`src/rtl/shift_issue_queue.sv`:
```
// shift_issue_queue
//
// Issue queue in front of an external combinational barrel shifter. Shift
// commands are buffered in a DEPTH-entry circular FIFO; the head entry drives
// the shifter inputs and the shifter's combinational output is captured into
// a single result register with a valid/ready handshake.
//
// Optional feature: define SHIFT_ISSUE_QUEUE_STATS_EN to add a 16-bit
// saturating issue_count output that counts pops (cleared by reset and flush).
//
// Ports
//   clk, rst_n      : clock; synchronous active-low reset
//   flush           : synchronous clear of queue and result register
//   in_valid/ready  : command handshake; in_data, in_amt, in_op
//                     (in_op: 00 SLL, 01 SRL, 10 SLA, 11 SRA)
//   sh_data_in, sh_shift_amt, sh_dir (1=right), sh_arith : to barrel shifter
//   sh_data_out     : combinational result from barrel shifter
//   res_valid/ready : result handshake; res_data
//   issue_count     : (SHIFT_ISSUE_QUEUE_STATS_EN only) saturating pop count
module shift_issue_queue #(
  parameter int unsigned DATA_WIDTH      = 32,
  parameter int unsigned SHIFT_AMT_WIDTH = 5,
  parameter int unsigned DEPTH           = 4
) (
  input  logic                       clk,
  input  logic                       rst_n,
  input  logic                       flush,
  input  logic                       in_valid,
  output logic                       in_ready,
  input  logic [DATA_WIDTH-1:0]      in_data,
  input  logic [SHIFT_AMT_WIDTH-1:0] in_amt,
  input  logic [1:0]                 in_op,
  output logic [DATA_WIDTH-1:0]      sh_data_in,
  output logic [SHIFT_AMT_WIDTH-1:0] sh_shift_amt,
  output logic                       sh_dir,
  output logic                       sh_arith,
  input  logic [DATA_WIDTH-1:0]      sh_data_out,
  output logic                       res_valid,
  input  logic                       res_ready,
  output logic [DATA_WIDTH-1:0]      res_data
`ifdef SHIFT_ISSUE_QUEUE_STATS_EN
  ,
  output logic [15:0]                issue_count
`endif
);

  localparam int unsigned PtrW = (DEPTH > 1) ? $clog2(DEPTH) : 1;
  localparam int unsigned CntW = $clog2(DEPTH + 1);

  // Opcode is decoded at push time so the head drives the shifter directly.
  typedef struct packed {
    logic [DATA_WIDTH-1:0]      data;
    logic [SHIFT_AMT_WIDTH-1:0] amt;
    logic                       dir;
    logic                       arith;
  } entry_t;

  entry_t              mem_q [DEPTH];
  entry_t              mem_d [DEPTH];
  logic [PtrW-1:0]     wr_ptr_q, wr_ptr_d;
  logic [PtrW-1:0]     rd_ptr_q, rd_ptr_d;
  logic [CntW-1:0]     count_q, count_d;
  logic                res_valid_q, res_valid_d;
  logic [DATA_WIDTH-1:0] res_data_q, res_data_d;

  logic   push;
  logic   pop;
  logic   not_empty;
  entry_t new_entry;
  entry_t head;

  assign not_empty = (count_q != '0);
  assign in_ready  = (count_q < CntW'(DEPTH));

  // Flush suppresses both sides of the handshake for this cycle.
  assign push = in_valid && in_ready && !flush;
  assign pop  = not_empty && (!res_valid_q || res_ready) && !flush;

  always_comb begin
    new_entry       = '0;
    new_entry.data  = in_data;
    new_entry.amt   = in_amt;
    new_entry.dir   = in_op[0];
    new_entry.arith = in_op[1];
  end

  assign head = mem_q[rd_ptr_q];

  // Shifter inputs are forced to zero when nothing is queued.
  always_comb begin
    sh_data_in   = '0;
    sh_shift_amt = '0;
    sh_dir       = 1'b0;
    sh_arith     = 1'b0;
    if (not_empty) begin
      sh_data_in   = head.data;
      sh_shift_amt = head.amt;
      sh_dir       = head.dir;
      sh_arith     = head.arith;
    end
  end

  // FIFO storage and pointers.
  always_comb begin
    for (int i = 0; i < DEPTH; i++) begin
      mem_d[i] = mem_q[i];
    end
    wr_ptr_d = wr_ptr_q;
    rd_ptr_d = rd_ptr_q;
    count_d  = count_q;

    if (flush) begin
      wr_ptr_d = '0;
      rd_ptr_d = '0;
      count_d  = '0;
    end else begin
      if (push) begin
        mem_d[wr_ptr_q] = new_entry;
        wr_ptr_d = (wr_ptr_q == PtrW'(DEPTH - 1)) ? '0 : wr_ptr_q + 1'b1;
      end
      if (pop) begin
        rd_ptr_d = (rd_ptr_q == PtrW'(DEPTH - 1)) ? '0 : rd_ptr_q + 1'b1;
      end
      unique case ({push, pop})
        2'b10:   count_d = count_q + 1'b1;
        2'b01:   count_d = count_q - 1'b1;
        default: count_d = count_q;
      endcase
    end
  end

  // Result register: load on pop, drop on consumption, otherwise hold.
  always_comb begin
    res_valid_d = res_valid_q;
    res_data_d  = res_data_q;
    if (flush) begin
      res_valid_d = 1'b0;
      res_data_d  = '0;
    end else if (pop) begin
      res_valid_d = 1'b1;
      res_data_d  = sh_data_out;
    end else if (res_valid_q && res_ready) begin
      res_valid_d = 1'b0;
    end
  end

  assign res_valid = res_valid_q;
  assign res_data  = res_data_q;

  // Storage carries no reset; entries are only observed while count_q covers them.
  always_ff @(posedge clk) begin
    for (int i = 0; i < DEPTH; i++) begin
      mem_q[i] <= mem_d[i];
    end
  end

  always_ff @(posedge clk) begin
    if (!rst_n) begin
      wr_ptr_q    <= '0;
      rd_ptr_q    <= '0;
      count_q     <= '0;
      res_valid_q <= 1'b0;
      res_data_q  <= '0;
    end else begin
      wr_ptr_q    <= wr_ptr_d;
      rd_ptr_q    <= rd_ptr_d;
      count_q     <= count_d;
      res_valid_q <= res_valid_d;
      res_data_q  <= res_data_d;
    end
  end

`ifdef SHIFT_ISSUE_QUEUE_STATS_EN
  logic [15:0] issue_count_q, issue_count_d;

  always_comb begin
    issue_count_d = issue_count_q;
    if (flush) begin
      issue_count_d = '0;
    end else if (pop && (issue_count_q != 16'hFFFF)) begin
      issue_count_d = issue_count_q + 16'd1;
    end
  end

  always_ff @(posedge clk) begin
    if (!rst_n) begin
      issue_count_q <= '0;
    end else begin
      issue_count_q <= issue_count_d;
    end
  end

  assign issue_count = issue_count_q;
`endif

endmodule

```
`config.mk`:
```
export PLATFORM = sky130hd
export DESIGN_NAME = shift_issue_queue
export DESIGN_NICKNAME = d
export VERILOG_FILES = /design/src/rtl/shift_issue_queue.sv
export SDC_FILE = /design/constraint.sdc
export NUM_CORES = 1
export LEC_CHECK = 0
export CORE_UTILIZATION = 51
export CTS_CLUSTER_SIZE = 20
export DETAILED_ROUTE_END_ITERATION = 8
export GPL_TIMING_DRIVEN = 0
export PLACE_DENSITY = 0.79
export SYNTH_ARGS = -nofsm -noshare
export SYNTH_HDL_FRONTEND = slang
export SYNTH_SLANG_ARGS = --single-unit
export TNS_END_PERCENT = 5
```
`constraint.sdc`:
```
create_clock -name clk -period 3.7 [get_ports clk]
set_input_delay 0.37 -clock clk [delete_from_list [all_inputs] [get_ports clk]]
set_output_delay 0.37 -clock clk [all_outputs]
set_load 0.01 [all_outputs]
```
==> results of run 1 <==
## routing by layer
metal,global-route usage,part of all wire,wire (um)
met1,0.238,0.41,6150
met2,0.336,0.49,7360
met3,0.0898,0.086,1290
met4,0.0659,0.010,152
met5,0,0,0
## flip-flops by register name, indices dropped and copies added, names as in the netlist, named ones only
| name | cells |
|---|---|
| count_q | 3 |
| mem_q | 156 |
| rd_ptr_q | 2 |
| res_data | 32 |
| res_valid | 1 |
| wr_ptr_q | 2 |
## kinds of logic after synthesis
family,after synthesis
adder cells (fa/ha/maj),7
XOR/XNOR,2
AND/OR/NAND/NOR,125
flip-flops,198
AO/OA/AOI/OAI,4
multiplexers,75
buffers and inverters,30
## power groups by stage
stage / sequential (mW) / clock [mW] / combinational (mW)
3_3_place_gp: 2.49 / 0 / 0.269
6_report: 2.44 / 1.74 / 0.279
2_1_floorplan: 2.49 / 0 / 0.109
4_1_cts: 2.44 / 1.78 / 0.282
3_5_place_dp: 2.49 / 0 / 0.280
5_1_grt: 2.44 / 1.87 / 0.300
## cells in the mapped netlist
cell      count  area, um^2
clkbuf_1     11        41.3
xor2_1        2        17.5
dfxtp_1      42         841
inv_1         7        26.3
edfxtp_1    156        4680
nor3b_2       1        12.5
or3_1         2        12.5
nand2b_1      2        12.5
nor2b_1       1        6.26
a21oi_1       3        15.0
nor2_1        6        22.5
nand3_1       1        5.00
buf_4         7        52.6
ha_1          6        75.1
mux4_2       39         878
buf_2         3        15.0
nor3b_1       1        7.51
mux2i_1      36         360
buf_6         2        22.5
nor3_1        1        5.00
fa_1          1        20.0
o21ai_0       1        5.00
and2_1       43         269
nand2_1      67         251
## worst paths after layout
check | startpoint | endpoint | slack, ns | depth (start not counted)
setup / recovery | count_q[2]$_SDFFE_PP0P_ | sh_shift_amt[1] | 0.77 | 6
hold / removal | res_data[27]$_SDFFE_PP0N_ | res_data[27]$_SDFFE_PP0N_ | 0.46 | 2
setup reg to reg | count_q[2]$_SDFFE_PP0P_ | count_q[2]$_SDFFE_PP0P_ | 1.24 | 10
hold reg to reg | res_data[27]$_SDFFE_PP0N_ | res_data[27]$_SDFFE_PP0N_ | 0.46 | 2
## layout make-up
cell class / count / area (um^2) / share of cell area
Clock inverter: 10 / 106 / 0.0106
Antenna cell: 1 / 2.50 / 0.000250
Timing Repair Buffer: 152 / 1560 / 0.156
Inverter: 7 / 26.3 / 0.00263
Tap cell: 184 / 230 / 0.0230
Multi-Input combinational cell: 213 / 1980 / 0.198
Sequential cell: 198 / 5530 / 0.552
Clock buffer: 22 / 444 / 0.0444
Buffer: 23 / 131 / 0.0131
## worst register-to-register path: cells and delay by family, from the launching register on
family          cells  cell delay (ns)
compound gates      1             0.15
xor+xnor            1             0.16
fa+ha+maj           2             0.59
buf+inv             3             0.50
flops               1             0.40
simple gates        3             0.58
## stage by stage
stage / area (um^2) / std cells / setup WS [ns] / utilization
2_1_floorplan: 7660 / 441 / 1.45 / -
6_report: 10000 / 810 / 0.767 / 0.686
3_5_place_dp: 9460 / 777 / 0.830 / 0.648
3_3_place_gp: 9370 / 773 / 0.247 / 0.642
4_1_cts: 10000 / 809 / 0.649 / 0.686
5_1_grt: 10000 / 809 / 0.518 / 0.686
==> impl_metrics.yaml, run 1 <==
run_status:
  outcome: "finished, final reports clean"
global_routing:
  grt.overflow.total: 0
  antenna_found_initial: 1
  grt_start_max_net_pins: 29
  grt_use_total: 0.204
  grt_pass1_vias: 4589
  grt_pass1_wl_um: 23800
critical_path:
  crit_fanout: 10
  worstSetupEndpointType: "output pin"
  arrival_ns: 2.56
  cp_top_family: "buffers and inverters"
  cp.required_ns: 3.33
  critPathMaxStageDelay_ns: 0.54
  cp_slowest_cell: "clkdlybuf4s50_1"
  critPathKind: "reg2out"
  start_kind: "flop"
  critical_path_buf_inv_count: 4
  path_cells: "inv_1 -> nand3_1 -> clkbuf_1 -> clkbuf_1 -> and2_1 -> clkdlybuf4s50_1"
  cp_common_cell: "clkbuf_1"
clock_network:
  post_cts_resized: 0
  htree_levels: 4
  clk_path_buf_depth: 2
  clk_pin_slew_ns: 0.07
  clk_latency_ns: 0.42
  cts_tree: "done"
  root_buffer: "clkbuf_16"
  cts_sinks: 198
  cts_setup_buffers: 0
  cts_buffers: 17
  holdBufCountCts: 0
logic_synthesis:
  yosys.area_share.simple: 0.0789
  synth_fa_ha_area_frac: 0.0124
  synthMuxAreaShare: 0.162
  ys_seq_elements: 198
  netlist_area_mm2: 0.00766
  synth.distinct_cells: 24
  syn_avg_cell_area_um2: 17.4
  ys_warn_count: 0
  synth_compound_gate_area_share: 0.00261
  yosysSeqAreaShare: 0.721
  syn_inst: 441
  synth_xor_area_frac: 0.00229
  syn_nets: 524
  synth_top_family_by_area: "multiplexers"
timing:
  final_hold_viol_count: 0
  finalSetupViolCount: 0
  finalCriticalPeriod_ns: 2.93
  slew_headroom: 0.569
  clock_skew_ns: 0.00869
  fin_crit_sh: 0.793
  setup_tns_ns: 0
  clock.fmax_ghz: 0.341
  slew_violations: 0
  worstMarginPinSlew_ns: 0.647
  rsz0062_at_grt: "no"
  hold_ws_ns: 0.462
final_layout:
  final_common_cell: "edfxtp_1"
  nets: 695
  fillers: 932
  syn_to_final_growth_pct: 30.7
  layout-drive-gt1-share: 0.136
  final_cell_mix: "edfxtp_1, clkdlybuf4s50_1, nand2_1"
pwr:
  seqPwrFrac: 0.547
  p_sw_mw: 0.879
  p_sw_frac: 0.197
  p_comb_frac: 0.063
  vdd_drop_max_uv: 313
  p_leak_nw: 3.24
  p_int_mw: 3.58
  pwr-share-clk: 0.390
  powerDensity_mw_per_mm2: 445
  power_mw: 4.46
route:
  drtIter0Drc: 294
  viasPerCell: 5.28
  drc: 0
  dr.pass1.iters: 4
  wirelength_um: 15000
  antenna_left: 0
  wl_per_cell_um: 18.5
  via_count: 4276
min_path:
  hp-class: "reg2reg"
floorplan:
  die_h_um: 125
  die_w_um: 125
  initial_core_util: 0.525
  design.core.area_mm2: 0.0146
  ioPinCount: 149
  design.die.area_mm2: 0.0155
  floorplan.rows: 44
placement:
  gp_congestion: 0.765
  dp_hpwl_um: 9770
  port_buffers: 148
flow_run:
  cap_violations: 0
(Power assumes the default switching activity.)
==> run 2, diff against run 1 <==
==> constraint.sdc (replaced) <==
create_clock -name clk -period 3.1 [get_ports clk]
set_input_delay 0.31 -clock clk [delete_from_list [all_inputs] [get_ports clk]]
set_output_delay 0.31 -clock clk [all_outputs]
set_load 0.01 [all_outputs]
==> impl_metrics.yaml, run 2 (same netlist as run 1, synthesis figures left out) <==
min_path:
  hp-class: "in2reg"
  min_to: "res_data[31]$_SDFFE_PP0N_"
  min_from: "sh_data_out[31]"
  holdPathStages: 3
route:
  dr.pass1.iters: 4
  wl_per_cell_um: 18.5
  viasPerCell: 5.28
  drtIter0Drc: 294
  antenna_left: 0
  via_count: 4276
  drc: 0
  wirelength_um: 14900
run_status:
  outcome: "finished, final reports clean"
critical_path:
  arrival_ns: 2.45
  cp_slowest_cell: "clkdlybuf4s50_1"
  rrSetupSlack_ns: 0.64
  r2r_cells: 10
  critical_path_buf_inv_count: 4
  rr_endpoint: "count_q[2]$_SDFFE_PP0P_"
  start_kind: "flop"
  reg2reg_from: "count_q[2]$_SDFFE_PP0P_"
  cp_top_family: "buffers and inverters"
  critPathKind: "reg2out"
  path_cells: "inv_1 -> nand3_1 -> clkbuf_1 -> clkbuf_2 -> and2_1 -> clkdlybuf4s50_1"
  critPathMaxStageDelay_ns: 0.54
  crit_fanout: 10
  cp.required_ns: 2.79
  worstSetupEndpointType: "output pin"
timing:
  worstMarginPinSlew_ns: 0.647
  fin_crit_sh: 0.890
  slew_violations: 0
  finalCriticalPeriod_ns: 2.76
  finalSetupViolCount: 0
  final_hold_viol_count: 0
  slew_headroom: 0.569
  rsz0062_at_grt: "no"
  clock.fmax_ghz: 0.362
  clock_skew_ns: 0.00869
placement:
  placed_area_mm2: 0.00946
  place_inst: 777
  dp_hpwl_um: 9770
  gp_congestion: 0.765
  port_buffers: 148
final_layout:
  largest_reg_flops: 156
  nets: 695
  regMostFlops: "mem_q"
  final_cell_mix: "edfxtp_1, clkdlybuf4s50_1, nand2_1"
  final_common_cell: "edfxtp_1"
  syn_to_final_growth_pct: 30.7
  fin_cells: 810
  final_area_mm2: 0.0100
  layout-drive-gt1-share: 0.138
floorplan:
  die_w_um: 125
  floorplan.rows: 44
  ioPinCount: 149
  design.die.area_mm2: 0.0155
  design.core.area_mm2: 0.0146
  die_h_um: 125
  initial_core_util: 0.525
clock_network:
  cts_setup_buffers: 0
  cts_sinks: 198
  htree_levels: 4
  clk_pin_slew_ns: 0.07
  root_buffer: "clkbuf_16"
  cts_buffers: 17
  clk_path_buf_depth: 2
  holdBufCountCts: 0
  cts_tree: "done"
  clk_latency_ns: 0.42
global_routing:
  grt_use_total: 0.204
  grt_start_max_net_pins: 29
  grt.overflow.total: 0
  antenna_found_initial: 1
  grt_pass1_vias: 4589
  grt_pass1_wl_um: 23800
pwr:
  p_leak_nw: 3.24
  powerDensity_mw_per_mm2: 531
  vdd_drop_max_uv: 373
flow_run:
  cap_violations: 0
## run 2: area by class of cell
| class | count | area, um^2 |
|---|---|---|
| Sequential cell | 198 | 5530 |
| Fill cell | 934 | 4580 |
| Multi-Input combinational cell | 213 | 1980 |
| Timing Repair Buffer | 152 | 1560 |
| Clock buffer | 22 | 444 |
| Tap cell | 184 | 230 |
| Buffer | 23 | 133 |
| Clock inverter | 10 | 106 |
| Inverter | 7 | 26.3 |
| Antenna cell | 1 | 2.50 |
## run 2: metrics by stage
stage | setup slack, ns | TNS (ns) | utilization | power (mW) | hold slack [ns]
detailed placement | 0.290 | 0 | 0.648 | 3.30 | 0.450
global route | 0.122 | 0 | 0.686 | 5.50 | 0.433
finish | 0.340 | 0 | 0.686 | 5.32 | 0.434
CTS | 0.109 | 0 | 0.686 | 5.37 | 0.411
floorplan | 0.870 | 0 | - | 3.10 | 0.409
global placement | -0.293 | -43.49 | 0.642 | 3.29 | 0.441
## run 2: repair_timing
action | in CTS | in global routing
gates resized for setup | 0 | 2
hold endpoints to repair | 0 | 0
endpoints found under the setup margin | 0 | 7
## run 2: where the power goes
group          switching (mW)  internal (mW)  total [mW]
Clock                   0.898           1.18        2.08
Combinational           0.140          0.193       0.333
Sequential             0.0108           2.90        2.91
## run 2: worst reg2reg max path, stage by stage (launching register included)
cell,delay (ns)
dfxtp_1,0.40
nor3_1,0.10
nor3b_1,0.18
buf_4,0.20
buf_4,0.24
ha_1,0.22
inv_1,0.06
fa_1,0.37
xor2_1,0.16
or3_1,0.30
a21oi_1,0.15
## run 2: layer usage
layer | GRT usage | vias to the layer above | wire [um]
met2 | 0.336 | 161 | 7360
met5 | 0 | - | 0
met3 | 0.0898 | 15 | 1290
li1 | - | 1985 | -
met1 | 0.238 | 2115 | 6150
met4 | 0.0659 | 0 | 152
## run 2: worst max path at each step
stage	startpoint	end	cells after the start
floorplan	count_q[2]$_SDFFE_PP0P_	count_q[2]$_SDFFE_PP0P_	10
global placement	flush	mem_q[1][31]$_DFFE_PP_	3
detailed placement	res_ready	count_q[2]$_SDFFE_PP0P_	11
CTS	count_q[2]$_SDFFE_PP0P_	sh_shift_amt[1]	6
global route	count_q[0]$_SDFFE_PP0P_	sh_shift_amt[1]	6
finish	count_q[2]$_SDFFE_PP0P_	sh_shift_amt[1]	6
==> run 3, diff against run 2 <==
--- a/config.mk
+++ b/config.mk
@@ -5,11 +5,11 @@
 export SDC_FILE = /design/constraint.sdc
 export NUM_CORES = 1
 export LEC_CHECK = 0
-export CORE_UTILIZATION = 51
+export CORE_UTILIZATION = 25
 export CTS_CLUSTER_SIZE = 20
 export DETAILED_ROUTE_END_ITERATION = 8
 export GPL_TIMING_DRIVEN = 0
-export PLACE_DENSITY = 0.79
+export PLACE_DENSITY_LB_ADDON = 0.08
 export SYNTH_ARGS = -nofsm -noshare
 export SYNTH_HDL_FRONTEND = slang
 export SYNTH_SLANG_ARGS = --single-unit
==> impl_metrics.yaml, run 3 (same netlist as run 1, synthesis figures left out) <==
min_path:
  min_to: "res_data[22]$_SDFFE_PP0N_"
  min_from: "sh_data_out[22]"
  holdPathStages: 3
  hp-class: "in2reg"
placement:
  port_buffers: 148
  gp_congestion: 0.677
  dp_hpwl_um: 11700
pwr:
  powerDensity_mw_per_mm2: 525
  vdd_drop_max_uv: 312
  p_leak_nw: 3.26
timing:
  finalCriticalPeriod_ns: 2.86
  rsz0062_at_grt: "no"
  finalSetupViolCount: 0
  slew_violations: 0
  slew_headroom: 0.513
  clock_skew_ns: 0.0134
  clock.fmax_ghz: 0.350
  fin_crit_sh: 0.921
  worstMarginPinSlew_ns: 0.731
  final_hold_viol_count: 0
  setup_tns_ns: 0
critical_path:
  reg2reg_from: "count_q[2]$_SDFFE_PP0P_"
  critPathKind: "reg2out"
  crit_fanout: 10
  start_kind: "flop"
  r2r_cells: 10
  critPathMaxStageDelay_ns: 0.55
  rrSetupSlack_ns: 0.51
  rr_endpoint: "count_q[2]$_SDFFE_PP0P_"
  path_cells: "inv_1 -> nand3_1 -> clkbuf_2 -> clkbuf_1 -> and2_1 -> clkdlybuf4s50_1"
  worstSetupEndpointType: "output pin"
  cp.required_ns: 2.79
  cp_slowest_cell: "clkdlybuf4s50_1"
  arrival_ns: 2.55
  critical_path_buf_inv_count: 4
  cp_top_family: "buffers and inverters"
global_routing:
  grt.overflow.total: 0
  antenna_found_initial: 1
  grt_pass1_wl_um: 26600
  grt_use_total: 0.116
  grt_pass1_vias: 4628
  grt_start_max_net_pins: 26
final_layout:
  largest_reg_flops: 156
  nets: 695
  regMostFlops: "mem_q"
  layout-drive-gt1-share: 0.149
  final_common_cell: "edfxtp_1"
  final_cell_mix: "edfxtp_1, clkdlybuf4s50_1, nand2_1"
  utilization: 0.345
  syn_to_final_growth_pct: 34.4
floorplan:
  initial_core_util: 0.256
  ioPinCount: 149
  floorplan.rows: 63
  die_h_um: 177
  design.core.area_mm2: 0.0299
  die_w_um: 177
  design.die.area_mm2: 0.0313
clock_network:
  clk_pin_slew_ns: 0.08
  clk_path_buf_depth: 2
  htree_levels: 4
  root_buffer: "clkbuf_16"
  cts_buffers: 17
  clk_latency_ns: 0.43
  holdBufCountCts: 0
  cts_sinks: 198
  cts_tree: "done"
route:
  viasPerCell: 4.15
  via_count: 4219
  drtIter0Drc: 180
  wirelength_um: 17400
  dr.pass1.iters: 4
  drc: 0
  antenna_left: 0
  wl_per_cell_um: 17.1
run_status:
  outcome: "finished, final reports clean"
flow_run:
  cap_violations: 0
run 3: changes by cell type in the layout (fill, tap and decap cells not counted), sizes merged:
cell,change
clkinv,-1
clkbuf,-5
clkinvlp,-1
inv,+9
bufinv,-2
run 3: power breakdown:
| group | leakage, nW | switching [mW] | total [mW] | internal (mW) |
|---|---|---|---|---|
| clock network | 0.284 | 1.07 | 2.16 | 1.08 |
| registers | 1.76 | 0.0100 | 2.91 | 2.90 |
| logic | 1.22 | 0.146 | 0.339 | 0.193 |
run 3: layout make-up:
cell class              count  area, um^2
diodes                      1        2.50
plain buffers              23         133
clock buffers              17         425
clock inverters            15         154
fillers                  2838       19600
inverters                   7        26.3
multi-input cells         213        1980
flip-flops and latches    198        5530
well taps                 390         488
repair buffers            152        1560
run 3: worst max path at each step:
stage,from,end,slack [ns],cells after the start
after CTS,count_q[2]$_SDFFE_PP0P_,sh_data_in[0],0.14,6
after floorplan,count_q[2]$_SDFFE_PP0P_,count_q[2]$_SDFFE_PP0P_,0.87,10
after detailed placement,res_ready,count_q[2]$_SDFFE_PP0P_,0.10,11
after global placement,flush,mem_q[0][25]$_DFFE_PP_,-0.62,3
final,count_q[2]$_SDFFE_PP0P_,sh_data_in[0],0.24,6
after global routing,count_q[2]$_SDFFE_PP0P_,sh_data_in[1],0.05,6
run 3: per-stage QoR:
step	hold slack (ns)	power (mW)	worst slack [ns]	cells	cell area, um^2
after floorplan	0.409	3.10	0.870	441	7660
after global placement	0.442	3.30	-0.624	979	9630
after detailed placement	0.450	3.31	0.101	983	9710
after CTS	0.410	5.49	0.140	1015	10300
after global routing	0.428	5.62	0.0520	1015	10300
final	0.437	5.40	0.245	1016	10300
run 3: worst reg2reg max path: cells and delay by family (launching register included):
family | cells | cell delay, ns
AO/OA/AOI/OAI | 1 | 0.17
XOR/XNOR | 1 | 0.16
flip-flops | 1 | 0.41
adder cells (fa/ha/maj) | 2 | 0.60
buffers and inverters | 3 | 0.52
AND/OR/NAND/NOR | 3 | 0.65
run 3: routing by layer:
metal | vias up | routed length, um | GRT usage
met5 | - | 0 | 0
met4 | 0 | 148 | 0.0334
met3 | 8 | 1360 | 0.0466
met2 | 123 | 8440 | 0.197
met1 | 2095 | 7420 | 0.135
li1 | 1993 | - | -
run 3: timing repair:
action,CTS,global route
endpoints found under the setup margin,10,0
gates resized for setup,1,0
buffers inserted,0,0
==> variant 1: new RTL, settings of run 3 <==
The parameter `DATA_WIDTH` goes from 32 to 64.
--- a/src/rtl/shift_issue_queue.sv
+++ b/src/rtl/shift_issue_queue.sv
@@ -18,7 +18,7 @@
 //   res_valid/ready : result handshake; res_data
 //   issue_count     : (SHIFT_ISSUE_QUEUE_STATS_EN only) saturating pop count
 module shift_issue_queue #(
-  parameter int unsigned DATA_WIDTH      = 32,
+  parameter int unsigned DATA_WIDTH      = 64,
   parameter int unsigned SHIFT_AMT_WIDTH = 5,
   parameter int unsigned DEPTH           = 4
 ) (
Ports: changed (resized in_data, res_data, sh_data_in and sh_data_out); port bits go from 149 to 277. No check against the original RTL was run, so the function may have changed too.
==> variant 1 against run 3 <==
Power grew 110%; clock skew grew 0.0066 ns; sequential cell count grew 160; worst setup slack lost 0.10 ns; wire length grew 110%; cell area grew 84%; critical path depth shrank 1; synthesized area grew 79%; critical path type unchanged; critical endpoint is now sh_data_in[21]; largest power group unchanged.
==> variant 1: results (changes against run 3) <==
metric,value,unit,change
fin_nets,1256,,+81%
largest_reg_flops,284,,+82%
io_buffers,276,,+86%
initial_core_util,25.4,%,-0.21 points
crit_path_max_incr_delay,0.54,ns,
vias,7665,,+82%
yosysUniqueCellTypes,25,,+4.2%
place.gp.congestion,0.663,,-2.1%
cts_max_level,2,,-2
antenna_found_initial,1,,unchanged
insertedDiodeCount,0,,-1
grt_pass1_wl,53600,um,+100%
stdcell_count,1839,,+81%
use_met2,20.4,%,+0.68 points
power.leakage,6.10,nW,+87%
p_switching,0.00228,W,+86%
cts_made_buffers,44,,+27
netlist_top_cells_count,"edfxtp_1, nand2_1, and2_1",,
ir_drop,0.336,mV,+7.7%
yosysWarnings,0,,unchanged
globalRouteMet1Util,16.7,%,+3.2 points
rr_endpoint,count_q[2]$_SDFFE_PP0P_,,
drtIter0Drc,329,,+83%
r2r_start,count_q[2]$_SDFFE_PP0P_,,
root_buffer,clkbuf_16,,
clock_skew,0.0200,ns,+0.00657 ns
drive_gt1_share,15.5,%,+0.61 points
status,completed,,
ys_seq_area_share,72.9,%,+0.71 points
regMostFlops,mem_q,,
hold_end,res_data[41]$_SDFFE_PP0N_,,
use_met3,4.37,%,-0.30 points
syn_nets,930,,+77%
clk_latency,0.57,ns,+0.14 ns
clockBufferDepth,3,,+1
synth_edf_count,284,,+82%
dp_hpwl,22200,um,+90%
placed_cell_area,17500,um2,+80%
path_max_fanout,10,,unchanged
first_pass_iters,4,,unchanged
hp-start,sh_data_out[41],,
synthTopCellsByArea,"edfxtp_1, mux4_2, dfxtp_1, mux2i_1, nand2_1",,
min_path_cells,3,,unchanged
slowest_stage,clkdlybuf4s50_1,,
postCtsSetupBuffers,0,,unchanged
hp-class,input port to register,,
clk_pin_slew,0.06,ns,-0.02 ns
cp_data_arrival_time,2.65,ns,+0.10 ns
synthArstFlopShare,0,%,unchanged
synth.avg_cell_area,17.5,um2,+1.0%
r2r_slack,0.53,ns,+0.02 ns
slew_headroom,56.0,%,+4.7 points
reg2reg_depth,9,,-1
wl_per_cell,19.5,um,+14%
grt_usage,12.9,%,+1.3 points
grt_pass1_vias,8453,,+83%
grt_max_degree,47,,+81%
fillerInstances,5243,,+85%
cpLargestDelayFamily,buffers and inverters,,
## variant 1: cell count changes after synthesis, moves of 11 or more
cell,change
edfxtp_1,+128
nand2_1,+64
and2_1,+32
dfxtp_1,+32
mux2i_1,+32
mux4_2,+32
buf_2,+11
## variant 1: final cells by class
type                       instances  area [um2]  share of cell area, %
tap                              696         871                   4.59
timing repair buffer             280        2870                   15.1
multi-input combinational        373        3480                   18.3
inverter                           7        26.3                  0.138
sequential                       358       10000                   52.7
clock buffer                      59        1180                   6.21
buffer                            45         262                   1.38
clock inverter                    21         279                   1.47
## variant 1: worst max-delay path by stage
stage | to | startpoint
after floorplan | mem_q[1][0]$_DFFE_PP_ | count_q[2]$_SDFFE_PP0P_
after global placement | mem_q[3][56]$_DFFE_PP_ | flush
after detailed placement | count_q[2]$_SDFFE_PP0P_ | flush
after CTS | sh_data_in[21] | count_q[2]$_SDFFE_PP0P_
after global routing | sh_data_in[40] | count_q[0]$_SDFFE_PP0P_
final | sh_data_in[21] | register
## variant 1: logic make-up after synthesis
logic type / count (synthesis) / share of synthesized area [%]
mux: 139 / 16.6
fa+ha+maj: 7 / 0.692
buf+inv: 52 / 1.94
flops: 358 / 72.9
simple gates: 221 / 7.64
compound gates: 4 / 0.146
xor+xnor: 2 / 0.128
## variant 1: worst register-to-register path: cells and delay by family (launching register included)
family / cells / cell delay [ns]
and+or+nand+nor: 3 / 0.73
buffers and inverters: 2 / 0.44
adders and majority gates: 2 / 0.62
xor gates and xnor gates: 1 / 0.16
AOI/OAI and AO/OA: 1 / 0.14
DFF: 1 / 0.40
## variant 1: stage by stage
step	worst slack (ns)	hold slack, ns
2_1_floorplan	0.256	0.409
3_3_place_gp	-2.37	0.442
3_5_place_dp	0.0738	0.447
4_1_cts	0.00602	0.254
5_1_grt	-0.0437	0.272
6_report	0.141	0.297
## variant 1: power by group through the flow
stage                     registers (W)  logic (W)  clock network (W)
after floorplan                 0.00537   0.000230                  0
after detailed placement        0.00537   0.000639                  0
final                           0.00527   0.000623            0.00524
after global routing            0.00527   0.000680            0.00563
after global placement          0.00538   0.000631                  0
after CTS                       0.00527   0.000642            0.00543
## variant 1: what timing repair did
action | 4_1_cts | 5_1_grt
endpoints found under the hold margin | 0 | 0
resized for setup | 12 | 5
endpoints found under the setup margin | 70 | 30
## variant 1: layer usage
metal | wire length (um) | vias to the layer above
li1 | - | 3590
met2 | 16700 | 219
met3 | 2720 | 53
met4 | 738 | 2
met5 | 13 | -
met1 | 15700 | 3801
==> variant 2: new RTL, settings of run 3 <==
Without the edit above. `res_data_q` no longer has a reset.
--- a/src/rtl/shift_issue_queue.sv
+++ b/src/rtl/shift_issue_queue.sv
@@ -160,14 +160,16 @@
       rd_ptr_q    <= '0;
       count_q     <= '0;
       res_valid_q <= 1'b0;
-      res_data_q  <= '0;
     end else begin
       wr_ptr_q    <= wr_ptr_d;
       rd_ptr_q    <= rd_ptr_d;
       count_q     <= count_d;
       res_valid_q <= res_valid_d;
-      res_data_q  <= res_data_d;
     end
+  end
+
+  always_ff @(posedge clk) begin
+    res_data_q <= res_data_d;
   end
 
 `ifdef SHIFT_ISSUE_QUEUE_STATS_EN
Behaviour: not the same (Yosys sat finds a counterexample within 4 cycles, from zero or initial values; the reset may be asserted at any time).
==> variant 2 against run 3 <==
Worst setup slack improved by 0.036 ns; non-clock buffer count is 5 lower; die area grew 0.13%; critical path type unchanged; cell area grew 0.11%; sequential cell count stayed put; wire length decreased by 1.1%; power up 2.3%; synthesized area up 0.13%.
==> variant 2: results (changes against run 3) <==
metric,value,unit,change
vias,4093,,-3.0%
layout.nonclk_buf_share,16.2,%,-0.29 points
drive_gt1_share,20.7,%,+5.8 points
highest_layer,met5,,
grt_max_degree,21,,-19%
n_all_inverters,8,,+1
use_met3,4.49,%,-0.17 points
hold_end,res_data[10]$_SDFFE_PP0N_,,
seq_share,53.6,%,-0.059 points
grt_pass1_wl,26000,um,-2.5%
multi_input_area,2000,um2,+1.1%
post_synth_fa_ha_maj_area_fraction,1.24,%,-0.0016 points
fillerInstances,2870,,+1.1%
globalRouteMet1Util,13.2,%,-0.34 points
wl_per_cell,17.5,um,+2.5%
r2r_slack,0.64,ns,+0.13 ns
cts_made_buffers,17,,unchanged
grt_pass1_vias,4452,,-3.8%
insertedDiodeCount,0,,-1
fin_nets,660,,-5.0%
cts_resized,0,,-1
synth-xor-area-share,0.228,%,-0.00030 points
area_growth,34.4,%,about the same
use_met2,19.4,%,-0.29 points
clock_skew,0.0140,ns,+0.000605 ns
dp_cells,948,,-3.6%
wl_met2,8580,um,+1.7%
route.met3.wl,1220,um,-10%
ir_drop,0.376,mV,+20%
clkPwrFrac,40.0,%,about the same
wl_met1,7180,um,-3.2%
io_buffers,147,,-0.68%
status,completed,,
power.leakage,3.38,nW,+3.6%
ys_seq_area_share,72.1,%,-0.094 points
multi_input_cells,182,,-15%
syn_inst,407,,-7.7%
dieArea,31400,um2,+0.13%
drtIter0Drc,165,,-8.3%
place_ws,0.331,ns,+0.231 ns
seq_power_share,53.0,%,-0.8 points
crit_path_max_incr_delay,0.60,ns,+0.05 ns
whs,0.356,ns,-0.0817 ns
synth-compound-area-share,0.587,%,+0.33 points
clk_share,5.77,%,+0.14 points
worst_pin_slew,0.733,ns,+0.00282 ns
synthTopCellsByArea,"edfxtp_1, mux4_2, dfxtp_1, mux2_2, and2_1",,
reg2reg_depth,9,,-1
yosysUniqueCellTypes,25,,+4.2%
nClkBuffers,19,,+2
dp_hpwl,11200,um,-3.8%
syn_nets,490,,-6.5%
grt_usage,11.4,%,-0.23 points
==> variant 2: cell types whose count changed in the layout (fill, tap and decap cells not counted), sizes merged, moves of 2 or more <==
cell,before,now
nor2b,1,33
mux2,0,32
mux2i,36,2
buf,16,14
nand4,0,2
a21oi,3,5
nand2,67,1
o31ai,0,2
==> variant 2: worst max-delay path by stage <==
| stage | from | to | slack (ns) | cells past startpoint |
|---|---|---|---|---|
| CTS | count_q[2]$_SDFFE_PP0P_ | sh_data_in[14] | 0.14 | 4 |
| global route | count_q[2]$_SDFFE_PP0P_ | sh_dir | 0.04 | 4 |
| floorplan | flush | mem_q[3][0]$_DFFE_PP_ | 0.87 | 3 |
| finish | count_q[2]$_SDFFE_PP0P_ | sh_dir | 0.28 | 4 |
| global placement | in_valid | mem_q[1][19]$_DFFE_PP_ | -0.54 | 3 |
| detailed placement | res_ready | count_q[2]$_SDFFE_PP0P_ | 0.33 | 10 |
